File: config.mk
export PLATFORM = sky130hd
export DESIGN_NAME = main_mem_arbiter
export DESIGN_NICKNAME = d
export VERILOG_FILES = /design/src/rtl/mem_arb_pkg.sv /design/src/rtl/arb_req_slot.sv /design/src/rtl/main_mem_arbiter.sv
export SDC_FILE = /design/constraint.sdc
export NUM_CORES = 1
export LEC_CHECK = 0
export BUFFER_PORTS_ARGS = -buffer_cell sky130_fd_sc_hd__buf_2
export CAP_MARGIN = 20
export CORE_AREA = 2 2 671 673
export CTS_CLUSTER_DIAMETER = 60
export DETAILED_ROUTE_END_ITERATION = 6
export DIE_AREA = 0 0 673 675
export PLACE_DENSITY_LB_ADDON = 0.1
export SLEW_MARGIN = 20
export SYNTH_ARGS = -nofsm -noshare
export SYNTH_HDL_FRONTEND = slang
export SYNTH_SLANG_ARGS = --single-unit
export TNS_END_PERCENT = 5
File: constraint.sdc
create_clock -name clk -period 2.3 [get_ports clk]
set_input_delay 0.23 -clock clk [delete_from_list [all_inputs] [get_ports clk]]
set_output_delay 0.23 -clock clk [all_outputs]
set_load 0.01 [all_outputs]
File: src/rtl/mem_arb_pkg.sv
// rtl/mem_arb_pkg.sv - shared types and default widths for the main-memory arbiter
package mem_arb_pkg;

  // Defaults shared with the cache controller.
  localparam int ADDR_W  = 32;
  localparam int WDATA_W = 32;
  localparam int LINE_W  = 512;

  typedef enum logic [1:0] {
    IDLE,
    ISSUE,
    WAIT,
    RESP
  } arb_state_t;

  typedef enum logic {
    OP_READ,
    OP_WRITE
  } op_t;

endpackage

File: src/rtl/arb_req_slot.sv
// rtl/arb_req_slot.sv - per-port request capture slot with pending flag and protocol-error detection
module arb_req_slot #(
  parameter int ADDR_W  = 32,
  parameter int WDATA_W = 32
) (
  input  logic               clk,
  input  logic               rst_n,
  input  logic               read_req_i,
  input  logic               write_req_i,
  input  logic [ADDR_W-1:0]  addr_i,
  input  logic [WDATA_W-1:0] wdata_i,
  input  logic               clear_i,
  output logic               pending_o,
  output logic [ADDR_W-1:0]  addr_o,
  output logic [WDATA_W-1:0] wdata_o,
  output logic               write_o,
  output logic               err_o
);
  import mem_arb_pkg::*;

  logic               pending_q, pending_d;
  logic [ADDR_W-1:0]  addr_q;
  logic [WDATA_W-1:0] wdata_q;
  op_t                op_q;
  logic               both_req;
  logic               any_req;
  logic               accept;

  // A slot frees up at the end of its response cycle, so a pulse arriving
  // alongside clear_i is a legal back-to-back request, not a collision.
  always_comb begin
    both_req  = read_req_i & write_req_i;
    any_req   = read_req_i | write_req_i;
    accept    = any_req & ~both_req & (~pending_q | clear_i);
    err_o     = both_req | (any_req & pending_q & ~clear_i);
    pending_d = pending_q;
    if (accept) begin
      pending_d = 1'b1;
    end else if (clear_i) begin
      pending_d = 1'b0;
    end
  end

  // Capture the request fields only when the request is accepted.
  always_ff @(posedge clk or negedge rst_n) begin
    if (!rst_n) begin
      pending_q <= 1'b0;
      addr_q    <= '0;
      wdata_q   <= '0;
      op_q      <= OP_READ;
    end else begin
      pending_q <= pending_d;
      if (accept) begin
        addr_q  <= addr_i;
        wdata_q <= wdata_i;
        op_q    <= write_req_i ? OP_WRITE : OP_READ;
      end
    end
  end

  assign pending_o = pending_q;
  assign addr_o    = addr_q;
  assign wdata_o   = wdata_q;
  assign write_o   = (op_q == OP_WRITE);

endmodule

File: src/rtl/main_mem_arbiter.sv
// rtl/main_mem_arbiter.sv - two-port main-memory arbiter (cache port 0, page walker port 1); ARB_RR_EN selects round-robin
module main_mem_arbiter #(
  parameter int ADDR_W  = mem_arb_pkg::ADDR_W,
  parameter int WDATA_W = mem_arb_pkg::WDATA_W,
  parameter int LINE_W  = mem_arb_pkg::LINE_W
) (
  input  logic               clk,
  input  logic               rst_n,
  input  logic [ADDR_W-1:0]  r0_addr,
  input  logic [WDATA_W-1:0] r0_wdata,
  input  logic               r0_read_req,
  input  logic               r0_write_req,
  output logic [LINE_W-1:0]  r0_rdata,
  output logic               r0_ready,
  input  logic [ADDR_W-1:0]  r1_addr,
  input  logic [WDATA_W-1:0] r1_wdata,
  input  logic               r1_read_req,
  input  logic               r1_write_req,
  output logic [LINE_W-1:0]  r1_rdata,
  output logic               r1_ready,
  output logic [ADDR_W-1:0]  mem_addr,
  output logic [WDATA_W-1:0] mem_wdata,
  output logic               mem_read_req,
  output logic               mem_write_req,
  input  logic [LINE_W-1:0]  mem_rdata,
  input  logic               mem_ready,
  output logic               busy,
  output logic               proto_err
);
  import mem_arb_pkg::*;

  arb_state_t         state_q, state_d;
  logic               gnt_q, gnt_d;
  logic               proto_err_q;
  logic [LINE_W-1:0]  rdata0_q, rdata1_q;
  logic               winner;
  logic               rdata_we;
  logic               clear0, clear1;

  logic [1:0]         pending;
  logic [ADDR_W-1:0]  slot0_addr, slot1_addr, sel_addr;
  logic [WDATA_W-1:0] slot0_wdata, slot1_wdata, sel_wdata;
  logic               slot0_write, slot1_write, sel_write;
  logic               err0, err1;

  arb_req_slot #(.ADDR_W(ADDR_W), .WDATA_W(WDATA_W)) u_slot0 (
    .clk         (clk),
    .rst_n       (rst_n),
    .read_req_i  (r0_read_req),
    .write_req_i (r0_write_req),
    .addr_i      (r0_addr),
    .wdata_i     (r0_wdata),
    .clear_i     (clear0),
    .pending_o   (pending[0]),
    .addr_o      (slot0_addr),
    .wdata_o     (slot0_wdata),
    .write_o     (slot0_write),
    .err_o       (err0)
  );

  arb_req_slot #(.ADDR_W(ADDR_W), .WDATA_W(WDATA_W)) u_slot1 (
    .clk         (clk),
    .rst_n       (rst_n),
    .read_req_i  (r1_read_req),
    .write_req_i (r1_write_req),
    .addr_i      (r1_addr),
    .wdata_i     (r1_wdata),
    .clear_i     (clear1),
    .pending_o   (pending[1]),
    .addr_o      (slot1_addr),
    .wdata_o     (slot1_wdata),
    .write_o     (slot1_write),
    .err_o       (err1)
  );

  assign sel_addr  = gnt_q ? slot1_addr  : slot0_addr;
  assign sel_wdata = gnt_q ? slot1_wdata : slot0_wdata;
  assign sel_write = gnt_q ? slot1_write : slot0_write;

`ifdef ARB_RR_EN
  logic rr_ptr_q;

  // Preferred port flips to the one not just served.
  always_ff @(posedge clk or negedge rst_n) begin
    if (!rst_n) begin
      rr_ptr_q <= 1'b0;
    end else if (state_q == RESP) begin
      rr_ptr_q <= ~gnt_q;
    end
  end

  assign winner = (pending == 2'b11) ? rr_ptr_q : pending[1];
`else
  // Page walker always wins a tie; otherwise the only pending port wins.
  assign winner = pending[1];
`endif

  // Next-state and output decode; memory signals are only driven in ISSUE/WAIT.
  always_comb begin
    state_d       = state_q;
    gnt_d         = gnt_q;
    mem_addr      = '0;
    mem_wdata     = '0;
    mem_read_req  = 1'b0;
    mem_write_req = 1'b0;
    r0_ready      = 1'b0;
    r1_ready      = 1'b0;
    clear0        = 1'b0;
    clear1        = 1'b0;
    rdata_we      = 1'b0;
    case (state_q)
      IDLE: begin
        if (pending != 2'b00) begin
          gnt_d   = winner;
          state_d = ISSUE;
        end
      end
      ISSUE: begin
        mem_addr      = sel_addr;
        mem_wdata     = sel_wdata;
        mem_read_req  = ~sel_write;
        mem_write_req = sel_write;
        state_d       = WAIT;
      end
      WAIT: begin
        mem_addr  = sel_addr;
        mem_wdata = sel_wdata;
        if (mem_ready) begin
          rdata_we = ~sel_write;
          state_d  = RESP;
        end
      end
      RESP: begin
        r0_ready = ~gnt_q;
        r1_ready = gnt_q;
        clear0   = ~gnt_q;
        clear1   = gnt_q;
        state_d  = IDLE;
      end
      default: state_d = IDLE;
    endcase
  end

  // State, grant and sticky protocol-error registers.
  always_ff @(posedge clk or negedge rst_n) begin
    if (!rst_n) begin
      state_q     <= IDLE;
      gnt_q       <= 1'b0;
      proto_err_q <= 1'b0;
    end else begin
      state_q     <= state_d;
      gnt_q       <= gnt_d;
      proto_err_q <= proto_err_q | err0 | err1;
    end
  end

  // Response lines hold until the next read completion for the same port.
  always_ff @(posedge clk or negedge rst_n) begin
    if (!rst_n) begin
      rdata0_q <= '0;
      rdata1_q <= '0;
    end else if (rdata_we) begin
      if (gnt_q) begin
        rdata1_q <= mem_rdata;
      end else begin
        rdata0_q <= mem_rdata;
      end
    end
  end

  assign r0_rdata  = rdata0_q;
  assign r1_rdata  = rdata1_q;
  assign busy      = (state_q != IDLE) || (pending != 2'b00);
  assign proto_err = proto_err_q;

endmodule

==> results of run 1 <==
## placed cells by master, fill, tap and decap left out, types with 3 or more instances in the layout
cell	n
buf_2	1700
dfrtp_1	1159
mux2_2	1139
dlygate4sd3_1	700
clkbuf_16	212
buf_4	108
buf_12	54
mux2i_1	48
nor2b_1	38
bufinv_16	34
clkbuf_1	34
diode_2	32
clkinv_2	30
buf_6	29
clkbuf_8	27
mux2_4	16
nor2b_2	16
inv_6	16
clkinvlp_4	15
buf_16	14
nor2b_4	11
mux2i_2	11
clkinv_4	8
inv_1	7
mux2i_4	6
ha_1	6
ha_4	3
## cell type report
class                           count  area, um^2
Multi-Input combinational cell   1313       14700
Antenna cell                       32        80.1
Fill cell                       49500      370000
Clock inverter                    109        1620
Tap cell                         5952        7450
Clock buffer                      270        5730
Inverter                            9        33.8
Sequential cell                  1160       29000
Timing Repair Buffer             2609       18200
## power by group through the flow
stage / clock [mW] / combinational [mW] / sequential (mW)
6_report: 33.7 / 46.5 / 36.4
3_3_place_gp: 0 / 44.5 / 36.6
3_5_place_dp: 0 / 44.5 / 36.7
4_1_cts: 35.2 / 47.5 / 36.6
2_1_floorplan: 0 / 14.6 / 39.7
5_1_grt: 36.0 / 50.4 / 37.9
## what timing repair did
| item | in CTS | in global routing |
|---|---|---|
| gates resized for setup | 65 | 100 |
| pin swaps | 1 | 2 |
| setup endpoints to repair | 69 | 535 |
| gates cloned | 7 | 3 |
| hold buffers | 701 | 0 |
| endpoints found under the hold margin | 2181 | 0 |
| setup buffers | 11 | 6 |
## logic make-up (layout without fill, tap and decap cells)
kind of cell / Yosys count / count (layout) / synth area share [%]
compound gates: 6 / 6 / 0.113
fa+ha+maj: 9 / 9 / 0.255
buf+inv: 151 / 2997 / 1.96
flops: 1160 / 1160 / 65.7
mux: 1220 / 1220 / 30.9
other cells: 0 / 32 / 0
simple gates: 78 / 78 / 1.11
## path summary, 6_finish.rpt
check / start / endpoint / slack, ps / depth (start not counted)
min in group asynchronous: rst_n / proto_err / 260 / 3
setup / recovery: gnt_q / mem_wdata[2] / -170 / 6
hold reg to reg: r1_rdata[351] / r1_rdata[351] / 500 / 1
setup reg to reg: state_q[0] / r1_rdata[434] / 20 / 10
hold / removal: mem_rdata[436] / r1_rdata[436] / 130 / 3
max in group asynchronous: rst_n / r1_rdata[426] / 1350 / 4
## sequential cells by signal, summed over array words and instances, names as in the netlist
signal / flops
u_slot0.wdata_o: 32
u_slot1.write_o: 1
gnt_q: 1
u_slot1.pending_o: 1
u_slot1.wdata_o: 32
u_slot0.write_o: 1
u_slot1.addr_o: 32
r0_rdata: 512
state_q: 2
u_slot0.pending_o: 1
proto_err: 1
u_slot0.addr_o: 32
r1_rdata: 512
## layer usage
metal  vias up  share of wire [%]  global-route usage (%)
li1      14800                  -                       -
met1     17400                 36                    13.0
met2      1230                 49                    21.1
met3       288                 13                    6.65
met4         4                2.2                    2.67
met5         -             0.0083                       0
## stage by stage
stage               setup slack [ps]  utilization (%)  cells  setup TNS (ps)  hold WS, ps
finish                          -165             17.2  11500           -7060          129
global route                    -301             17.2  11400          -24510         46.2
CTS                             -310             17.1  11400          -17980        0.269
detailed placement              50.4             13.7  10300               0          223
global placement                10.2             13.7  10300               0          224
floorplan                        482                -   2624               0        -65.6
## worst max-delay path, delay by kind of cell (launching register included)
family / cells / cell delay, ps
buffers and inverters: 4 / 580
muxes: 1 / 120
DFF: 1 / 500
and+or+nand+nor: 1 / 160
==> flow_metrics.py, run 1 <==
metrics = {
    "power_and_ir_drop": {
        "pwr-share-seq_pct": 31.2,
        "switching_share_pct": 37.5,
        "power.density_nw_per_um2": 1520,
        "power_mw": 117,
        "power.leakage_nw": 34.8,
        "p_clk_share_pct": 28.9,
        "peakVddDrop_v": 0.000678,
        "internal-power_mw": 72.9,
        "p_sw_mw": 43.8,
        "power_frac_comb_pct": 39.9,
    },
    "global_routing": {
        "grt-ovfl-total": 0,
        "grt_pass1_wl_um": 373000,
        "antenna_found_initial": 70,
        "grt_start_max_net_pins": 82,
        "grtUsageTotal_pct": 12.2,
        "grt_pass1_vias": 37500,
    },
    "timing": {
        "report.final.hold_viol_count": 0,
        "max-slew-margin-rel_pct": 60.6,
        "rsz0062_at_grt": "yes",
        "fmax_mhz": 406,
        "finalClockSkew_ps": 73.6,
        "setup_viol": 66,
        "min_period_ps": 2470,
        "slew_violations": 0,
        "period_share_pct": 107,
        "postLayoutSetupSlackWorst_ps": -165,
        "worst_pin_slew_ps": 591,
    },
    "synth": {
        "synth_area_um2": 44200,
        "ys_seq_elements": 1160,
        "netlist_top_cells_area": "dfrtp_1, mux2_2, mux2i_1",
        "yosys-top-cells-count": "dfrtp_1, mux2_2, buf_2",
        "synth_top_area_cell": "dfrtp_1",
        "ys_types": 22,
        "yosysWarnings": 0,
        "post-synth-top-count-cell": "dfrtp_1",
        "syn_inst": 2624,
        "syn_area_per_cell_um2": 16.8,
        "synth_edf_count": 0,
        "yosysSeqAreaShare_pct": 65.7,
        "synth_top_area_share_pct": 65.7,
        "syn_nets": 3280,
        "ys.flop_type": "dfrtp_1",
        "async_reset_ff_share_pct": 100,
    },
    "clock_tree": {
        "numCtsBuffers": 207,
        "clock_path_buffers": 4,
        "clk_latency_ps": 920,
        "tritoncts": "yes",
        "clk_pin_slew_ps": 60,
        "clkSinkCount": 1160,
        "cts_max_level": 4,
        "root_buffer": "clkbuf_16",
    },
    "layout": {
        "syn_to_final_growth_pct": 73.9,
        "finish.instance_area_um2": 76900,
        "layout.nets": 5956,
        "drive_gt1_share_pct": 63.4,
    },
    "route": {
        "drcViolationCount": 0,
        "wirelength_um": 289000,
        "via_count": 33700,
        "via_per_inst": 2.95,
        "drt_first_iter_violations": 958,
        "wire_per_inst_um": 25.3,
        "ant_nets": 0,
        "drt_pass1_iterations": 4,
    },
    "floorplan": {
        "die_w_um": 673,
        "dieHeight_um": 675,
        "rows": 246,
        "start_util_pct": 9.88,
        "core_um2": 447000,
        "num_io_pins": 1741,
        "dieArea_um2": 454000,
    },
    "placement": {
        "dp_hpwl_um": 236000,
        "portBuffers": 1740,
        "dpl_cell_area_um2": 61300,
        "place_congestion": 0.785,
    },
    "critical_path": {
        "path_max_fanout": 8,
        "path_common_cell": "buf_12",
        "cp.required_ps": 2070,
        "cp_slowest_cell": "dfrtp_4",
        "cp-start-kind": "flip-flop",
        "cp_slowest_stage_delay_ps": 500,
        "path_class": "flip-flop to output port",
        "worstSetupEndpointType": "output port",
        "cp_data_arrival_time_ps": 2240,
        "cp_cell_sequence": "buf_12 > buf_12 > buf_16 > mux2i_1 > nor2b_1 > buf_2",
    },
    "run_status": {
        "status": "finished, violations left",
        "violations": "negative setup slack",
    },
    "flow_run": {
        "maxCapViolCount": 0,
    },
    "worst_hold_path": {
        "hold_class": "input port to flip-flop",
    },
}
Power figures use the tool's default switching activity.
==> run 2, diff against run 1 <==
--- a/config.mk
+++ b/config.mk
@@ -7,13 +7,15 @@
 export LEC_CHECK = 0
 export BUFFER_PORTS_ARGS = -buffer_cell sky130_fd_sc_hd__buf_2
 export CAP_MARGIN = 20
-export CORE_AREA = 2 2 671 673
+export CORE_AREA = 2 2 674 676
 export CTS_CLUSTER_DIAMETER = 60
 export DETAILED_ROUTE_END_ITERATION = 6
-export DIE_AREA = 0 0 673 675
+export DIE_AREA = 0 0 676 678
+export GPL_ROUTABILITY_DRIVEN = 1
 export PLACE_DENSITY_LB_ADDON = 0.1
 export SLEW_MARGIN = 20
 export SYNTH_ARGS = -nofsm -noshare
 export SYNTH_HDL_FRONTEND = slang
+export SYNTH_HIERARCHICAL = 1
 export SYNTH_SLANG_ARGS = --single-unit
 export TNS_END_PERCENT = 5
==> flow_metrics.py, run 2 <==
metrics = {
    "run_status": {
        "status": "finished, violations left",
        "violations": "negative setup slack",
    },
    "floorplan": {
        "dieHeight_um": 678,
        "start_util_pct": 9.89,
        "die_w_um": 676,
        "num_io_pins": 1741,
        "dieArea_um2": 458000,
        "core_um2": 451000,
        "rows": 247,
    },
    "clock_tree": {
        "clk_latency_ps": 900,
        "clock_path_buffers": 4,
        "numCtsBuffers": 207,
        "cts_max_level": 4,
        "root_buffer": "clkbuf_16",
        "clkSinkCount": 1160,
        "clk_pin_slew_ps": 50,
        "tritoncts": "yes",
    },
    "route": {
        "via_count": 33600,
        "wire_per_inst_um": 24.1,
        "drt_pass1_iterations": 4,
        "drt_first_iter_violations": 896,
        "drcViolationCount": 0,
        "ant_nets": 0,
        "via_per_inst": 2.93,
        "wirelength_um": 277000,
    },
    "synth": {
        "yosysWarnings": 6,
        "synth_area_um2": 44600,
        "ys.flop_type": "dfrtp_1",
        "synth_top_area_cell": "dfrtp_1",
        "syn_inst": 2623,
        "yosys-top-cells-count": "dfrtp_1, mux2_2, buf_2",
        "netlist_top_cells_area": "dfrtp_1, mux2_2, mux2_4",
        "syn_area_per_cell_um2": 17.0,
        "synth_edf_count": 0,
        "post-synth-top-count-cell": "dfrtp_1",
        "synth_top_area_share_pct": 65.0,
        "ys_seq_elements": 1160,
        "ys_types": 23,
        "async_reset_ff_share_pct": 100,
        "yosysSeqAreaShare_pct": 65.0,
        "syn_nets": 3278,
    },
    "power_and_ir_drop": {
        "peakVddDrop_v": 0.000654,
        "power.leakage_nw": 35.2,
        "power.density_nw_per_um2": 1500,
    },
    "critical_path": {
        "cp_slowest_stage_delay_ps": 380,
        "cp_slowest_cell": "dfrtp_1",
        "path_max_fanout": 7,
        "cp_cell_sequence": "inv_2 > ha_4 > buf_6 > buf_12 > buf_16 > nor2b_4 > buf_6",
        "path_class": "flip-flop to output port",
        "reg2reg_slack_ps": -80,
        "cp_data_arrival_time_ps": 2310,
        "cp-start-kind": "flip-flop",
        "regToRegStartpoint": "gnt_q",
        "endpoint": "mem_wdata[4]",
        "reg2reg_to": "r0_rdata[373]",
        "critPathLaunch": "state_q[0]",
        "critPathBufInv": 5,
        "worstSetupEndpointType": "output port",
        "path_common_cell": "buf_6",
        "critPathTopFamily": "buffers and inverters",
        "path_depth": 7,
        "cp.required_ps": 2070,
        "r2r_cells": 7,
    },
    "timing": {
        "hold_slack_ps": 123,
        "setup_viol": 237,
        "min_period_ps": 2540,
        "report.final.hold_viol_count": 0,
        "slew_violations": 0,
        "postLayoutSetupSlackWorst_ps": -240,
        "fmax_mhz": 394,
        "max-slew-margin-rel_pct": 44.8,
        "period_share_pct": 110,
        "rsz0062_at_grt": "yes",
        "worst_pin_slew_ps": 826,
        "finalClockSkew_ps": 77.9,
    },
    "global_routing": {
        "met3_usage_pct": 3.52,
        "use_met2_pct": 22.6,
        "antenna_found_initial": 88,
        "grt.busiest_layer": "met2",
        "grt_use_met1_pct": 11.9,
        "grt_start_max_net_pins": 97,
        "grt-ovfl-total": 0,
        "grt_pass1_vias": 37000,
        "grt_pass1_wl_um": 359000,
        "grtUsageTotal_pct": 11.6,
    },
    "layout": {
        "final_cells": 11500,
        "layout_commonest_cell": "buf_2",
        "n_fill_cell": 50000,
        "seq_area_um2": 29000,
        "multi_input_area_um2": 15200,
        "drive_gt1_share_pct": 63.7,
        "layout.nets": 5949,
        "syn_to_final_growth_pct": 72.7,
        "final_cell_mix": "buf_2, dfrtp_1, mux2_2",
    },
    "placement": {
        "portBuffers": 1740,
        "dp_hpwl_um": 224000,
        "place_congestion": 0.787,
        "dp_cells": 10300,
    },
    "worst_hold_path": {
        "hold_class": "input port to flip-flop",
    },
    "flow_run": {
        "maxCapViolCount": 0,
    },
}
## run 2: worst min-delay path, cell delays in order
cell	delay (ps)
dlygate4sd3_1	520
buf_2	110
mux2_2	130
## run 2: worst min-delay path by stage
stage | from | end | slack (ps) | cells past startpoint
finish | mem_rdata[70] | r0_rdata[70] | 120 | 3
floorplan | rst_n | gnt_q | -70 | 0
global placement | rst_n | r1_rdata[309] | 290 | 1
detailed placement | rst_n | r1_rdata[309] | 270 | 1
CTS | mem_rdata[369] | r0_rdata[369] | 0.02 | 3
global route | r1_addr[5] | u_slot1/addr_o[5] | 50 | 3
## run 2: final cells by class
class | count | area share, %
Multi-Input combinational cell | 1315 | 19.7
Inverter | 6 | 0.0292
Sequential cell | 1160 | 37.7
Clock buffer | 282 | 7.58
Clock inverter | 94 | 1.68
Antenna cell | 33 | 0.107
Tap cell | 5976 | 9.70
Timing Repair Buffer | 2604 | 23.6
## run 2: kinds of logic after synthesis
kind of cell / count (synthesis) / share of synthesized area [%]
flip-flops: 1160 / 65.0
adder cells (fa/ha/maj): 8 / 0.224
AO/OA/AOI/OAI: 5 / 0.0841
buffers and inverters: 148 / 2.02
AND/OR/NAND/NOR: 82 / 1.21
multiplexers: 1220 / 31.4
## run 2: metrics by stage
stage | power (mW) | TNS [ps] | area, um^2 | utilization, % | setup slack (ps)
after detailed placement | 80.7 | 0 | 61700 | 13.7 | 0.719
after global placement | 80.6 | -5360 | 61700 | 13.7 | -68.1
final | 115 | -16240 | 77100 | 17.1 | -240
after CTS | 117 | -56510 | 76300 | 16.9 | -416
after floorplan | 55.2 | 0 | 44600 | - | 201
after global routing | 122 | -61170 | 77100 | 17.1 | -389
## run 2: repair_timing
action,CTS,global route
pin swaps,1,2
endpoints found under the setup margin,148,900
endpoints found under the hold margin,2177,0
gates cloned,6,5
hold buffers,688,0
gates resized for setup,69,144
setup buffers,9,7
## run 2: where the power goes
| group | switching, mW | total, mW | internal (mW) | leakage (nW) |
|---|---|---|---|---|
| registers | 5.63 | 36.3 | 30.6 | 14.1 |
| logic | 24.7 | 46.7 | 21.9 | 17.7 |
| clock network | 12.0 | 32.3 | 20.3 | 3.45 |
| total | 42.4 | 115 | 72.9 | 35.2 |
## run 2: metal layers
| metal | part of all wire (%) | up-vias |
|---|---|---|
| met5 | 0.061 | - |
| met4 | 2.6 | 28 |
| met3 | 7.5 | 318 |
| met2 | 55 | 1165 |
| met1 | 35 | 17400 |
| li1 | - | 14800 |
==> run 3, diff against run 2 <==
--- a/config.mk
+++ b/config.mk
@@ -7,10 +7,10 @@
 export LEC_CHECK = 0
 export BUFFER_PORTS_ARGS = -buffer_cell sky130_fd_sc_hd__buf_2
 export CAP_MARGIN = 20
-export CORE_AREA = 2 2 674 676
+export CORE_AREA = 2 2 683 685
 export CTS_CLUSTER_DIAMETER = 60
 export DETAILED_ROUTE_END_ITERATION = 6
-export DIE_AREA = 0 0 676 678
+export DIE_AREA = 0 0 685 687
 export GPL_ROUTABILITY_DRIVEN = 1
 export PLACE_DENSITY_LB_ADDON = 0.1
 export SLEW_MARGIN = 20
==> constraint.sdc (replaced) <==
create_clock -name clk -period 3.05 [get_ports clk]
set_input_delay 0.305 -clock clk [delete_from_list [all_inputs] [get_ports clk]]
set_output_delay 0.305 -clock clk [all_outputs]
set_load 0.01 [all_outputs]
==> flow_metrics.py, run 3 (synthesis results as in run 2) <==
metrics = {
    "clock_tree": {
        "clkSinkCount": 1160,
        "numCtsBuffers": 214,
        "clk_pin_slew_ps": 50,
        "clk_latency_ps": 870,
        "root_buffer": "clkbuf_16",
        "tritoncts": "yes",
        "cts_max_level": 4,
        "clock_path_buffers": 4,
    },
    "floorplan": {
        "dieArea_um2": 471000,
        "start_util_pct": 9.65,
        "die_w_um": 685,
        "num_io_pins": 1741,
        "dieHeight_um": 687,
        "core_um2": 463000,
        "rows": 250,
    },
    "timing": {
        "tns_ps": 0,
        "fmax_mhz": 355,
        "hold_slack_ps": 158,
        "slew_violations": 0,
        "rsz0062_at_grt": "no",
        "finalClockSkew_ps": 84.6,
        "min_period_ps": 2820,
        "period_share_pct": 92.3,
        "report.final.hold_viol_count": 0,
        "setup_viol": 0,
        "postLayoutSetupSlackWorst_ps": 234,
        "worst_pin_slew_ps": 1030,
        "max-slew-margin-rel_pct": 31.4,
    },
    "placement": {
        "place_congestion": 0.800,
        "dpl_cell_area_um2": 61500,
        "portBuffers": 1740,
        "dp_cells": 10500,
        "post-place-ws_ps": 611,
        "dp_hpwl_um": 232000,
    },
    "layout": {
        "layout.nets": 5842,
        "final_cell_mix": "buf_2, dfrtp_1, mux2_2",
        "drive_gt1_share_pct": 62.7,
        "layout_commonest_cell": "buf_2",
        "syn_to_final_growth_pct": 69.3,
        "finish.instance_area_um2": 75600,
        "final_cells": 11600,
        "final_core_util_pct": 16.3,
        "seq_area_um2": 29000,
        "multi_input_area_um2": 14700,
        "n_fill_cell": 51400,
    },
    "critical_path": {
        "cp.required_ps": 2740,
        "reg2reg_slack_ps": 590,
        "reg2reg_to": "r1_rdata[475]",
        "cp-start-kind": "flip-flop",
        "path_class": "flip-flop to output port",
        "path_max_fanout": 29,
        "regToRegStartpoint": "gnt_q",
        "r2r_cells": 6,
        "worstSetupEndpointType": "output port",
        "cp_data_arrival_time_ps": 2510,
    },
    "worst_hold_path": {
        "holdPathEnd": "r1_rdata[378]",
        "worstHoldStart": "mem_rdata[378]",
        "hold_class": "input port to flip-flop",
        "hold-path-cell-count": 3,
    },
    "route": {
        "via_count": 33400,
        "via_per_inst": 2.89,
        "wirelength_um": 283000,
        "drt_pass1_iterations": 4,
        "ant_nets": 0,
        "wire_per_inst_um": 24.4,
        "drcViolationCount": 0,
        "drt_first_iter_violations": 1197,
    },
    "global_routing": {
        "grt-ovfl-total": 0,
        "antenna_found_initial": 104,
        "grt_pass1_wl_um": 368000,
        "grt_start_max_net_pins": 81,
        "grtUsageTotal_pct": 11.6,
        "grt_pass1_vias": 37000,
    },
    "power_and_ir_drop": {
        "power_frac_comb_pct": 38.3,
        "power.leakage_nw": 34.5,
        "peakVddDrop_v": 0.000538,
        "p_sw_mw": 31.4,
        "p_clk_share_pct": 29.6,
        "power_mw": 84.9,
        "power.density_nw_per_um2": 1120,
        "pwr-share-seq_pct": 32.1,
        "internal-power_mw": 53.5,
        "switching_share_pct": 37.0,
    },
    "run_status": {
        "status": "complete, no violations",
    },
    "flow_run": {
        "maxCapViolCount": 0,
    },
}
==> run 3: cell count changes in the layout (fill, tap and decap cells not counted), sizes merged <==
cell	change
inv	-4
bufinv	+5
bufbuf	-1
clkbuf	-11
dlygate4sd3	-39
clkinvlp	+4
diode	-3
clkinv	+17
buf	-70
==> run 3: worst max path at each step <==
stage                     startpoint                 to  slack, ps  cells past startpoint
after floorplan                gnt_q  u_slot1/addr_o[0]        950                      9
after global placement    state_q[0]      r0_rdata[328]        610                      7
after detailed placement       gnt_q       mem_wdata[0]        610                      4
after CTS                 state_q[0]       mem_wdata[0]        110                      5
after global routing      state_q[0]       mem_wdata[0]        110                      5
final                     state_q[1]       mem_wdata[0]        230                      5
==> run 3: area by class of cell <==
cell class	count	share of cell area, %
multi-input combinational	1315	19.5
tap	6174	10.2
inverter	6	0.0298
timing repair buffer	2490	21.9
clock inverter	116	2.11
clock buffer	275	7.74
sequential	1160	38.4
antenna	30	0.0993
==> run 3: per-layer routing <==
layer	vias up	GRT usage, %	share of wire, %
met1	17300	12.2	36
met4	46	2.72	2.4
li1	14500	-	-
met5	-	0	0.11
met3	332	3.22	6.4
met2	1198	22.5	55
==> run 3: repair_timing <==
action,in CTS,in global routing
resized for setup,5,0
buffers inserted,5,0
endpoints found under the setup margin,47,0
hold buffers,649,0
hold endpoints to repair,1767,0
==> run 3: power groups by stage <==
stage                     Sequential, mW  Clock (mW)  Combinational, mW
after floorplan                     30.0           0               11.6
after global placement              27.5           0               32.8
after detailed placement            27.6           0               32.9
after CTS                           27.4        26.2               34.0
after global routing                28.4        26.8               34.6
final                               27.3        25.2               32.5
==> run 3: worst max-delay path, stage by stage (launching register included) <==
cell	delay (ps)
dfrtp_1	400
inv_1	110
ha_4	350
buf_12	200
nor2b_1	330
buf_2	230
